### config.mk
export PLATFORM = sky130hd
export DESIGN_NAME = freq_meter
export DESIGN_NICKNAME = d
export VERILOG_FILES = /design/src/rtl/freqdiv_pkg.sv /design/src/rtl/sync_edge_det.sv /design/src/rtl/freq_meter.sv
export SDC_FILE = /design/constraint.sdc
export NUM_CORES = 1
export LEC_CHECK = 0
export ABC_CLOCK_PERIOD_IN_PS = 2310
export CAP_MARGIN = 20
export CORE_ASPECT_RATIO = 1.5
export CORE_MARGIN = 5
export CORE_UTILIZATION = 52
export CTS_CLUSTER_DIAMETER = 100
export DETAILED_ROUTE_END_ITERATION = 10
export HOLD_SLACK_MARGIN = 0.03
export PLACE_DENSITY = 0.81
export SLEW_MARGIN = 20
export SYNTH_ARGS = -nofsm -noshare
export SYNTH_HDL_FRONTEND = slang
export SYNTH_SLANG_ARGS = --single-unit
### constraint.sdc
create_clock -name Clk_8MHz -period 2.31 [get_ports Clk_8MHz]
set_clock_uncertainty 0.15 [all_clocks]
set_input_delay 0.3465 -clock Clk_8MHz [delete_from_list [all_inputs] [get_ports Clk_8MHz]]
set_output_delay 0.3465 -clock Clk_8MHz [all_outputs]
set_load 0.03 [all_outputs]
### src/rtl/freqdiv_pkg.sv
// Shared constants and state encoding for the clock-division / frequency-measurement blocks.
package freqdiv_pkg;

    localparam int unsigned CLK_HZ_DEFAULT = 8_000_000;
    // Gate length giving a 1 s window at the default clock, so counts read directly in Hz.
    localparam int unsigned GATE_CYCLES_1S = CLK_HZ_DEFAULT;

    typedef enum logic {
        IDLE    = 1'b0,
        MEASURE = 1'b1
    } meter_state_e;

endpackage

### src/rtl/sync_edge_det.sv
// Two-flop synchronizer followed by a rising-edge detector for an asynchronous input.
module sync_edge_det (
    input  logic clk,
    input  logic rst,
    input  logic async_in,
    output logic rise_c
);

    logic s1_q, s1_d;
    logic s2_q, s2_d;
    logic s3_q, s3_d;

    always_comb begin
        s1_d = async_in;
        s2_d = s1_q;
        s3_d = s2_q;
    end

    always_ff @(posedge clk or posedge rst) begin
        if (rst) begin
            s1_q <= 1'b0;
            s2_q <= 1'b0;
            s3_q <= 1'b0;
        end else begin
            s1_q <= s1_d;
            s2_q <= s2_d;
            s3_q <= s3_d;
        end
    end

    assign rise_c = s2_q & ~s3_q;

endmodule

### src/rtl/freq_meter.sv
// Gated edge counter: counts Sig_In rising edges over back-to-back windows of GATE_CYCLES
// clocks and publishes each completed window's count with a one-cycle valid strobe.
module freq_meter
    import freqdiv_pkg::*;
#(
    parameter int unsigned CLK_HZ      = CLK_HZ_DEFAULT,
    parameter int unsigned GATE_CYCLES = CLK_HZ,
    parameter int unsigned GATE_W      = 23,
    parameter int unsigned CNT_W       = 24
) (
    input  logic             Clk_8MHz,
    input  logic             Reset,
    input  logic             Enable,
    input  logic             Sig_In,
    output logic [CNT_W-1:0] Freq_Count,
    output logic             Freq_Valid,
    output logic             Overflow,
    output logic             Busy
);

    localparam logic [GATE_W-1:0] GATE_LAST = GATE_W'(GATE_CYCLES - 1);
    localparam logic [CNT_W-1:0]  CNT_MAX   = '1;

    meter_state_e     state_q, state_d;
    logic [GATE_W-1:0] gate_q, gate_d;
    logic [CNT_W-1:0]  edge_cnt_q, edge_cnt_d;
    logic              sat_q, sat_d;
    logic [CNT_W-1:0]  freq_count_q, freq_count_d;
    logic              freq_valid_q, freq_valid_d;
    logic              overflow_q, overflow_d;

    logic              edge_c;
    logic              last_c;
    logic              sat_now_c;
    logic [CNT_W:0]    sum_c;
    logic [CNT_W-1:0]  cnt_next_c;

    sync_edge_det u_sync (
        .clk      (Clk_8MHz),
        .rst      (Reset),
        .async_in (Sig_In),
        .rise_c   (edge_c)
    );

    // Saturating edge accumulation; the carry out marks a window that overflowed.
    always_comb begin
        sum_c      = {1'b0, edge_cnt_q} + {{CNT_W{1'b0}}, edge_c};
        sat_now_c  = sat_q | sum_c[CNT_W];
        cnt_next_c = sum_c[CNT_W] ? CNT_MAX : sum_c[CNT_W-1:0];
        last_c     = (state_q == MEASURE) && (gate_q == GATE_LAST);
    end

    always_ff @(posedge Clk_8MHz or posedge Reset) begin
        if (Reset) begin
            state_q <= IDLE;
        end else begin
            state_q <= state_d;
        end
    end

    // The final window cycle always reports, so Enable alone decides where we go next.
    always_comb begin
        state_d = state_q;
        case (state_q)
            IDLE:    if (Enable)  state_d = MEASURE;
            MEASURE: if (!Enable) state_d = IDLE;
            default: state_d = IDLE;
        endcase
    end

    always_comb begin
        gate_d       = '0;
        edge_cnt_d   = '0;
        sat_d        = 1'b0;
        freq_count_d = freq_count_q;
        overflow_d   = overflow_q;
        freq_valid_d = 1'b0;
        if (state_q == MEASURE) begin
            if (last_c) begin
                freq_count_d = cnt_next_c;
                overflow_d   = sat_now_c;
                freq_valid_d = 1'b1;
            end else if (Enable) begin
                gate_d     = gate_q + GATE_W'(1);
                edge_cnt_d = cnt_next_c;
                sat_d      = sat_now_c;
            end
        end
    end

    always_ff @(posedge Clk_8MHz or posedge Reset) begin
        if (Reset) begin
            gate_q       <= '0;
            edge_cnt_q   <= '0;
            sat_q        <= 1'b0;
            freq_count_q <= '0;
            freq_valid_q <= 1'b0;
            overflow_q   <= 1'b0;
        end else begin
            gate_q       <= gate_d;
            edge_cnt_q   <= edge_cnt_d;
            sat_q        <= sat_d;
            freq_count_q <= freq_count_d;
            freq_valid_q <= freq_valid_d;
            overflow_q   <= overflow_d;
        end
    end

    assign Freq_Count = freq_count_q;
    assign Freq_Valid = freq_valid_q;
    assign Overflow   = overflow_q;
    assign Busy       = (state_q == MEASURE);

endmodule
==> reports/results.tsv <==
stage	metric	value	unit
outcome	outcome	finished, final reports clean	
routing	First DRT Iteration DRCs	224	
sta	Hold Vio Cnt, Final	0	
global_routing	largest net degree at the start of global routing	79	
finish	fill count	560	
cts	CTS tree	built	
sta	max-slew headroom at the worst pin	61.8	%
synthesis	YS warnings	0	
hold_path	worst hold path class	flip-flop to flip-flop	
floorplan	# IOs	31	
global_routing	GRT Overall Usage	19.6	%
routing	Antenna Nets Post-Route	0	
synthesis	largest area contributor in the netlist	dfrtp_1	
pwr	P_leak	0.00175	uW
cts	Clk pin slew, worst setup/hold paths	90	ps
setup_path	Crit Path Class	flip-flop to flip-flop	
global_routing	vias in the first global route	2838	
routing	vias	2922	
synthesis	most frequent cell after synthesis	dfrtp_1	
synthesis	Seq/Total Area, Yosys	53.7	%
setup_path	worst-path cell chain	nor2b_2 > ha_2 > ha_4 > nand3_4 > or4_4 > or4_4 > a31oi_1	
routing	DR pass1 iterations	4	
setup_path	FF-to-FF setup slack	50	ps
finish	diode count	0	
setup_path	arrival time at the worst endpoint	2390	ps
floorplan	full die area	8790	sq um
synthesis	share of async-settable or async-resettable flops after synthesis	100	%
finish	Final #Nets	406	
routing	Avg WL per Cell	16.9	um
floorplan	core area	6850	sq um
synthesis	Post-synth EDFFs	0	
pwr	Int Pwr	1900	uW
synthesis	most instantiated cells after synthesis	dfrtp_1 (78), a21oi_1 (45), nor2_1 (23)	
pwr	Switching Fraction	23.9	%
sta	setup violators final	0	
synthesis	Post-Synth Adder-Cell Area	1.03	%
synthesis	Compound-Gate Fraction of Synth Area	16.3	%
place	worst slack, placed	-145	ps
cts	CTS Buffer Depth	2	
synthesis	Cells after Synth	355	
floorplan	Starting Density	53.0	%
routing	DRT Wirelength	8140	um
synthesis	Top FF cell, synth	dfrtp_1	
routing	Avg Vias per Cell	6.06	
setup_path	Worst path slowest cell	or4_4	
place	IO Port Bufs	30	
synthesis	Distinct cells, synth	48	
sta	maximum clock frequency	442	MHz
global_routing	initial antenna violation count	0	
cts	Root Driver	clkbuf_8	
setup_path	CP Capture Type	flip-flop	
sta	Final Critical Period	2260	ps
global_routing	global-route wire length before repair	13600	um
finish	Util after Layout	64.7	%
job	MaxCap Viol Count	0	
finish	Multi-input gate area	1640	sq um
place	DP Wirelength	5620	um
cts	worst-skew pair later-pin latency	360	ps
cts	total CTS buffers	9	
sta	Tcrit/Tclk final	97.9	%
cts	CTS Sinks	78	
synthesis	largest family of logic cells by synthesized area	simple AND/OR/NAND/NOR gates	
synthesis	simple-gate share of the synthesized area	19.2	%
setup_path	Req. time, crit path	2440	ps
synthesis	top post-synthesis cells by area	dfrtp_1 (54%), a21oi_1 (6.2%), xnor2_1 (4.1%)	
global_routing	grt ovf	0	
place	GP Congestion	0.867	
sta	Slew @ Worst Pin	568	ps
pwr	combinational power share	2.7	%
pwr	P_sw	599	uW
floorplan	chip width	78.3	um
pwr	Flop pwr share	55.0	%
synthesis	post-synth net total	362	
synthesis	Avg Inst Size Synth	10.2	sq um
sta	Max Slew Vio Count	0	
pwr	clock share of power	42.3	%
synthesis	area of the mapped netlist	3630	sq um
sta	RSZ-0062 raised after global routing	yes	
cts	H-tree levels	3	
sta	setup tns final	0	ps
setup_path	Buf+Inv Stages, Crit Path	0	
setup_path	Top delay family on crit path	simple AND/OR/NAND/NOR gates	
pwr	Peak supply drop	0.481	mV
finish	Synth-to-Final Area Change	22.0	%
floorplan	Cell Rows	37	
synthesis	Synth Area in XOR/XNOR	6.03	%
setup_path	Top cell by count, worst path	or4_4	
finish	register area	1950	sq um
synthesis	Synth top area share	53.7	%
setup_path	critical path launch point type	flip-flop	
setup_path	Crit path largest cell delay	460	ps
pwr	total chip power	2500	uW
floorplan	height of the chip	112	um
finish	share of cells above drive strength 1	17.1	%
pwr	PD cells	564	nW/um^2
routing	DRC Markers	0	
setup_path	CP Max Fanout	3	
sta	setup ws final	49.1	ps
synthesis	post-synthesis mux area share	0	%
synthesis	register bit total from synthesis	78	
cts	CTS Hold Buffers Added	0	
==> per-stage QoR <==
step	cell area (sq um)	hold WS, ps	instances
after global placement	4120	203	462
after detailed placement	4120	220	462
after global routing	4430	225	482
after CTS	4390	219	480
final	4430	216	482
after floorplan	3640	181	355
==> per-layer routing <==
layer  track usage, %  wire, um
met3             3.77       265
met5                0         0
met2             36.6      4560
met1             21.2      3120
met4             7.93       188
==> registers in the layout (all words and copies together), names as in the netlist <==
name and cells:
gate_q 23, u_sync.s3_q 1, u_sync.s1_q 1, u_sync.s2_q 1, Busy 1, sat_q 1, edge_cnt_q 24, Freq_Valid 1
Freq_Count 24, Overflow 1
==> timing repair <==
item	4_1_cts	5_1_grt
setup buffers	2	2
resized for setup	10	6
pin swaps	5	5
endpoints found under the setup margin	6	42
==> worst register-to-register path, delay by kind of cell (launching register included) <==
family                     cells  cell delay (ps)
AOI/OAI and AO/OA              1              190
adders and majority gates      2              360
DFF                            1              390
and+or+nand+nor                4             1090
==> worst paths after layout <==
check | start | endpoint | depth (start not counted)
worst min register to register | u_sync.s2_q | u_sync.s3_q | 0
worst min-delay path | u_sync.s2_q | u_sync.s3_q | 0
min in group asynchronous | Reset | edge_cnt_q[16] | 3
worst max-delay path | u_sync.s3_q | Freq_Count[18] | 7
worst max register to register | u_sync.s3_q | Freq_Count[18] | 7
max in group asynchronous | Reset | gate_q[21] | 3
==> area by class of cell <==
class / instances / area share, %
Clock buffer: 9 / 2.79
Clock inverter: 7 / 1.81
Inverter: 10 / 1.02
Multi-Input combinational cell: 247 / 36.9
Sequential cell: 78 / 44.0
Tap cell: 78 / 2.20
Timing Repair Buffer: 53 / 11.2
==> cell usage in the layout, fill, tap and decap left out, types with 6 or more instances in the layout <==
| cell type | Yosys | routed |
|---|---|---|
| a31oi_1 | 20 | 20 |
| clkdlybuf4s50_1 | 0 | 30 |
| inv_1 | 9 | 8 |
| nand4_1 | 6 | 6 |
| buf_4 | 0 | 21 |
| nor2_1 | 23 | 23 |
| nand2_1 | 18 | 18 |
| xor2_1 | 8 | 8 |
| xnor2_1 | 17 | 17 |
| clkbuf_8 | 0 | 9 |
| o21ai_0 | 15 | 15 |
| nand3_1 | 12 | 11 |
| a21oi_1 | 45 | 45 |
| o31ai_1 | 10 | 9 |
| nor4_1 | 8 | 6 |
| dfrtp_1 | 78 | 78 |
| nor3_1 | 12 | 11 |
==> kinds of logic (layout without fill, tap and decap cells) <==
logic type	count (synthesis)	count (layout)
and+or+nand+nor	118	118
AOI/OAI and AO/OA	101	101
DFF	78	78
buffers and inverters	30	79
xor gates and xnor gates	25	25
adders and majority gates	3	3
==> power groups by stage <==
stage	sequential (uW)	combinational (uW)	clock [uW]
after CTS	1370	70.2	1070
after floorplan	1400	41.1	0
after detailed placement	1400	69.3	0
after global placement	1400	67.6	0
final	1370	67.8	1060
after global routing	1380	77.8	1130
No activity file was read; power rests on OpenSTA's default activity.
